<file path="config.mk">
export PLATFORM = sky130hd
export DESIGN_NAME = pipe_stage_reg
export DESIGN_NICKNAME = d
export VERILOG_FILES = /design/src/rtl/pipe_stage_reg_pkg.sv /design/src/rtl/pipe_stage_ctrl.sv /design/src/rtl/pipe_stage_reg.sv
export SDC_FILE = /design/constraint.sdc
export NUM_CORES = 1
export LEC_CHECK = 0
export BUFFER_PORTS_ARGS = -buffer_cell sky130_fd_sc_hd__buf_2
export CORE_MARGIN = 2
export CORE_UTILIZATION = 30
export CTS_BUF_LIST = sky130_fd_sc_hd__clkbuf_4 sky130_fd_sc_hd__clkbuf_8
export CTS_CLUSTER_SIZE = 10
export DETAILED_ROUTE_END_ITERATION = 10
export PLACE_DENSITY_LB_ADDON = 0.12
export SLEW_MARGIN = 20
export SYNTH_ARGS = -nofsm -noshare
export SYNTH_HDL_FRONTEND = slang
export SYNTH_SLANG_ARGS = --single-unit
</file>
<file path="constraint.sdc">
create_clock -name clk -period 3.4 [get_ports clk]
set_input_delay 0.34 -clock clk [delete_from_list [all_inputs] [get_ports clk]]
set_output_delay 0.34 -clock clk [all_outputs]
set_load 0.02 [all_outputs]
</file>
<file path="src/rtl/pipe_stage_reg_pkg.sv">
// Shared constants, stage-action codes and helpers for the inter-stage pipeline register.
package pipe_stage_reg_pkg;

    localparam logic        STOP          = 1'b1;
    localparam logic        NO_STOP       = 1'b0;
    localparam logic        RST_ENABLE    = 1'b1;
    localparam logic        WRITE_DISABLE = 1'b0;
    localparam logic [4:0]  NOP_REG_ADDR  = 5'b00000;
    localparam logic [31:0] ZERO_WORD     = 32'h0000_0000;

    typedef enum logic [1:0] {
        STG_RUN    = 2'd0,
        STG_HOLD   = 2'd1,
        STG_BUBBLE = 2'd2,
        STG_FLUSH  = 2'd3
    } stg_state_e;

    typedef enum logic [1:0] {
        LANE_LOAD = 2'd0,
        LANE_HOLD = 2'd1,
        LANE_NOP  = 2'd2
    } lane_op_e;

    function automatic logic [31:0] sat_inc32(input logic [31:0] v);
        return (v == 32'hFFFF_FFFF) ? v : v + 32'd1;
    endfunction

endpackage

</file>
<file path="src/rtl/pipe_stage_ctrl.sv">
// Decodes {rst, flush, pause} into the reported stage action and the per-lane register operation.
module pipe_stage_ctrl
    import pipe_stage_reg_pkg::*;
#(
    parameter int STAGE   = 2,
    parameter int PAUSE_W = 6
) (
    input  logic               rst,
    input  logic               flush,
    input  logic [PAUSE_W-1:0] pause,
    output stg_state_e         action,
    output lane_op_e           lane_op
);

    // The extra top bit makes the last stage see NoStop from its non-existent successor.
    logic [PAUSE_W:0] pause_ext;
    logic             here_stop;
    logic             next_stop;
    logic             unused_pause;

    assign pause_ext    = {NO_STOP, pause};
    assign here_stop    = pause_ext[STAGE];
    assign next_stop    = pause_ext[STAGE+1];
    assign unused_pause = ^pause_ext;

    always_comb begin
        action  = STG_RUN;
        lane_op = LANE_LOAD;
        if (rst == RST_ENABLE) begin
            lane_op = LANE_NOP;
        end else if (flush) begin
            action  = STG_FLUSH;
            lane_op = LANE_NOP;
        end else if (here_stop == STOP) begin
            if (next_stop == STOP) begin
                action  = STG_HOLD;
                lane_op = LANE_HOLD;
            end else begin
                action  = STG_BUBBLE;
                lane_op = LANE_NOP;
            end
        end
    end

endmodule

</file>
<file path="src/rtl/pipe_stage_reg.sv">
// Multi-lane inter-stage pipeline register with stall/bubble/flush handling and a stage-state output.
// Optional PIPE_STAGE_STATS_EN adds saturating hold_cnt / bubble_cnt outputs.
module pipe_stage_reg
    import pipe_stage_reg_pkg::*;
#(
    parameter int LANES   = 1,
    parameter int DATA_W  = 75,
    parameter int STAGE   = 2,
    parameter int PAUSE_W = 6
) (
    input  logic                    clk,
    input  logic                    rst,
    input  logic [PAUSE_W-1:0]      pause,
    input  logic                    flush,
    input  logic [LANES-1:0]        in_valid,
    input  logic [LANES*DATA_W-1:0] in_payload,
    input  logic [LANES*5-1:0]      in_wd,
    input  logic [LANES-1:0]        in_wreg,
    output logic [LANES-1:0]        out_valid,
    output logic [LANES*DATA_W-1:0] out_payload,
    output logic [LANES*5-1:0]      out_wd,
    output logic [LANES-1:0]        out_wreg,
`ifdef PIPE_STAGE_STATS_EN
    output logic [31:0]             hold_cnt,
    output logic [31:0]             bubble_cnt,
`endif
    output logic [1:0]              stage_state
);

    stg_state_e action;
    lane_op_e   lane_op;
    stg_state_e stage_state_d;
    stg_state_e stage_state_q;

    pipe_stage_ctrl #(
        .STAGE   (STAGE),
        .PAUSE_W (PAUSE_W)
    ) u_ctrl (
        .rst     (rst),
        .flush   (flush),
        .pause   (pause),
        .action  (action),
        .lane_op (lane_op)
    );

    // Reset is folded into lane_op (decoded as NOP), so lanes clear synchronously with rst.
    for (genvar i = 0; i < LANES; i++) begin : g_lane
        logic              valid_d, valid_q;
        logic [DATA_W-1:0] payload_d, payload_q;
        logic [4:0]        wd_d, wd_q;
        logic              wreg_d, wreg_q;

        always_comb begin
            valid_d   = valid_q;
            payload_d = payload_q;
            wd_d      = wd_q;
            wreg_d    = wreg_q;
            case (lane_op)
                LANE_NOP: begin
                    valid_d   = 1'b0;
                    payload_d = '0;
                    wd_d      = NOP_REG_ADDR;
                    wreg_d    = WRITE_DISABLE;
                end
                LANE_HOLD: ;
                default: begin
                    valid_d   = in_valid[i];
                    payload_d = in_payload[i*DATA_W +: DATA_W];
                    wd_d      = in_wd[i*5 +: 5];
                    wreg_d    = in_valid[i] ? in_wreg[i] : WRITE_DISABLE;
                end
            endcase
        end

        always_ff @(posedge clk) begin
            valid_q   <= valid_d;
            payload_q <= payload_d;
            wd_q      <= wd_d;
            wreg_q    <= wreg_d;
        end

        assign out_valid[i]                    = valid_q;
        assign out_payload[i*DATA_W +: DATA_W] = payload_q;
        assign out_wd[i*5 +: 5]                = wd_q;
        assign out_wreg[i]                     = wreg_q;
    end

    assign stage_state_d = action;

    always_ff @(posedge clk) begin
        if (rst) begin
            stage_state_q <= STG_RUN;
        end else begin
            stage_state_q <= stage_state_d;
        end
    end

    assign stage_state = stage_state_q;

`ifdef PIPE_STAGE_STATS_EN
    logic [31:0] hold_cnt_d, hold_cnt_q;
    logic [31:0] bubble_cnt_d, bubble_cnt_q;

    always_comb begin
        hold_cnt_d   = hold_cnt_q;
        bubble_cnt_d = bubble_cnt_q;
        if (action == STG_HOLD) begin
            hold_cnt_d = sat_inc32(hold_cnt_q);
        end
        if (action == STG_BUBBLE) begin
            bubble_cnt_d = sat_inc32(bubble_cnt_q);
        end
    end

    always_ff @(posedge clk) begin
        if (rst) begin
            hold_cnt_q   <= ZERO_WORD;
            bubble_cnt_q <= ZERO_WORD;
        end else begin
            hold_cnt_q   <= hold_cnt_d;
            bubble_cnt_q <= bubble_cnt_d;
        end
    end

    assign hold_cnt   = hold_cnt_q;
    assign bubble_cnt = bubble_cnt_q;
`endif

endmodule

</file>
==> After elaboration in Yosys (flattened, before gate mapping) <==
Cells that the tools add are included.
{ "op_classes": {"n_eq_ne": 2, "mux": 10} }
{ "op_table": {"columns": ["op", "count"], "rows": [
  ["75-bit one-hot mux with 2 select lines", 1],
  ["2-bit 2-to-1 mux", 5],
  ["5-bit one-hot mux with 2 select lines", 1],
  ["1-bit one-hot mux with 2 select lines", 2],
  ["2-bit by 1-bit equality test with 1-bit output (second input constant)", 1],
  ["2-bit equality test (second input constant)", 1],
  ["1-bit 2-to-1 mux", 1]
]} }
{ "word_totals": {"reg_bits": 84, "out_inout_bits": 84, "elab_cells": 17} }

==> Longest topological paths before layout <==
{ "logic_depth": {"depth_word": 6, "ltp_mapped": 4, "mapped_depth_nobuf": 2} }

==> Modules after synthesis <==
Synthesis repeated with hierarchy kept, for this count alone.
{ "unflattened": {"cells_unflattened": 187, "area_unflattened_um2": 3204.3} }
{ "by_module_without_submodules": {"columns": ["mod", "instances", "cells_per_inst", "area_per_inst_um2", "seq_area_each_um2"], "rows": [
  ["pipe_stage_reg", 1, 179, 3149.3, 2502.4],
  ["pipe_stage_ctrl", 1, 8, 55.1, 0.0]
]} }

==> Least setup slack after synthesis <==
OpenSTA, ideal clock, no wires.
{ "synth_timing": {"kind": "input to register", "startpoint": "input port flush", "endpoint": "register g_lane[0].payload_q[0], in the netlist out_payload[0] (enable)", "t_arrival_ns": 2.542, "t_required_ns": 2.381, "slack_ns": -0.161, "stages": 3, "path_buffers": 1, "path_cell_list": "nor2_2 clkbuf_1 nand3_1"} }
{ "synth_between": {"elab_chain_cells": 3} }
{ "synth_rtl": {"columns": ["item", "line", "source"], "rows": [
  ["start, declared", "pipe_stage_reg.sv:14", "input logic flush,"],
  ["2-bit 2-to-1 mux", "pipe_stage_ctrl.sv:31", "end else if (flush) begin"],
  ["2-bit 2-to-1 mux", "pipe_stage_ctrl.sv:29", "if (rst == RST_ENABLE) begin"],
  ["2-bit by 1-bit equality test with 1-bit output", "pipe_stage_reg.sv:58", "case (lane_op)"],
  ["end signal, assigned", "pipe_stage_reg.sv:77", "payload_q <= payload_d;"],
  ["end, declared", "pipe_stage_reg.sv:49", "logic [DATA_W-1:0] payload_d, payload_q;"]
]} }
No other way between the ends.
A chain may end at the register's enable or synchronous reset.

==> Final worst setup path <==
{ "layout_timing": {"startpoint": "input port flush", "endpoint": "register g_lane[0].payload_q[34], in the netlist out_payload[34] (enable)"} }
Same word-level chain as after synthesis.

==> run metrics <==
hpwl dp 5080 um; Detailed Routing Iterations Pass 1 4; Seq/Total Area, Yosys 77.0%; Synth Area per Inst 17.0 sq um; final setup vio count 0; share of cells above drive strength 1 52.4%; fillcell total 1027; Critical Path Start flush; Worst Tran Pin Value 0.989 ns; Hold WC Path Type primary input to flop; Routed WL 7650 um; CTS H-tree lvls 3; power per cell area 481 nW/um^2; Crit path max-delay family simple AND/OR/NAND/NOR gates; DR vias/cell 4.52; DRC 0; Critical Path Start Type primary input; Die H 108 um; Resized cells post-CTS 0; Critical Path RT 3.50 ns; yosys warns 0; total power 2.06 mW; Total GRT Usage 13.1%; hold buffer count at cts 0; vias 2249; Net Sw Frac 24.2%; share of total power in combinational logic 12.2%; Row Count 37; Slew HR 34.1%; Post-Synthesis Cells 191; initial core utilization 31.2%; Place WS 1.27 ns; IO Port Bufs 170; Fin. Hold Viols 0; Mapped Area 3250 sq um; WP buf/inv 2; total die area 11700 sq um; hold_sp rst; drt wl/cell 15.4 um; Clock Tree Root clkbuf_8; # IOs 175; final instance area 4280 sq um; Post-CTS Setup Inserts 0; status completed; syn_nets 282; synth unique cells 12; CP Data Arrival Time 1.84 ns; #FFs+latches synth 84; Max Clk Rate 575 MHz; pin count of the biggest net entering global routing 84; final core utilization 41.1%; Inserted Clock Buffers 9; final period utilization 51.2%; Worst-path clk slew 0.08 ns; shortest period the worst path allows 1.74 ns; Critical Path Fanout Max 70; Clock Sinks 84; Critical Path End Type flop; cell-internal power 1.56 mW; Core Region 10400 sq um; register area 2500 sq um; leakage 2.34 nW; RSZ-0062 raised after global routing no; sw power 0.499 mW; max-cap violations 0; maximum vdd drop 0.172 mV; clock power share 29.1%; Initial DRC Count 87; CP max-delay cell nand3_4; Layout Nets 448; Setup TNS Final 0 ns; Placed Cells 482; global placement routability congestion 0.715; Max Buffers Root-to-Sink 2; Largest stage delay, worst path 0.74 ns; DP Area 4120 sq um; kind of critical path primary input to flop; Antenna Violating Nets Remaining 0; Final Non-Filler Cells 498; initial antenna violation count 1; first-pass GRT wire length 11600 um; die width 108 um; Multi-input gate area 572 sq um; CTS tree built; Max Slew Vio Count 0; hold slack final 0.204 ns; crit path cell chain buf_2 -> nor2_4 -> nand3_4 -> buf_4; sequential share of power 58.7%; final setup margin 1.66 ns; vias in the first global route 2231; Layout area overhead 31.8%; total grt overflow 0
synthesized netlist by cell type:
master	count	area share [%]
a21oi_1	2	0.31
and3_1	81	16
and4_1	1	0.27
buf_6	16	5.5
clkbuf_1	2	0.23
dfxtp_1	2	1.2
edfxtp_1	82	76
inv_1	1	0.12
nand2b_4	1	0.42
nand3_1	1	0.15
nor2_1	1	0.12
nor2_2	1	0.19
power by group through the flow:
stage	Clock, mW	Sequential (mW)	Combinational, mW
after floorplan	0	1.32	0.0665
after global routing	0.661	1.21	0.273
after global placement	0	1.23	0.255
after detailed placement	0	1.23	0.255
final	0.599	1.21	0.251
after CTS	0.621	1.21	0.255
cell usage in the layout (no fill, tap or decap):
cell	instances
buf_2	170
edfxtp_1	82
and3_1	81
clkbuf_8	9
buf_4	3
a21oi_1	2
clkinv_2	2
clkbuf_4	2
clkinv_1	2
dfxtp_1	2
diode_2	1
nor2_4	1
nand3_4	1
nand2b_4	1
and4_1	1
inv_1	1
nor2_1	1
routing by layer:
layer / track usage [%] / wire, um / vias to the layer above / share of wire [%]
met4: 7.69 / 207 / 0 / 2.7
met5: 0 / 0 / - / 0
li1: - / - / 1061 / -
met2: 20.2 / 3540 / 100 / 46
met3: 4.04 / 652 / 16 / 8.5
met1: 16.3 / 3250 / 1072 / 42
final timing paths:
path                  depth (start not counted)         endpoint  slack [ns]
worst min-delay path                          2   stage_state[1]        0.20
worst max-delay path                          4  out_payload[34]        1.66
flip-flops by register name, indices dropped and copies added, names as in the netlist:
name and count:
stage_state 2, out_payload 75, out_wd 5, out_wreg 1, out_valid 1
cell families after synthesis:
logic type | after synthesis | share of synthesized area [%]
AND/OR/NAND/NOR | 86 | 16.8
AO/OA/AOI/OAI | 2 | 0.308
buffers and inverters | 19 | 5.89
flip-flops | 84 | 77.0
final cells by class:
type / count / share of cell area, %
clock inverters: 4 / 0.409
repair buffers: 173 / 20.4
well taps: 136 / 3.98
diodes: 1 / 0.0585
flip-flops and latches: 84 / 58.5
multi-input cells: 88 / 13.4
inverters: 1 / 0.0877
clock buffers: 11 / 3.24
Power figures use the tool's default switching activity.
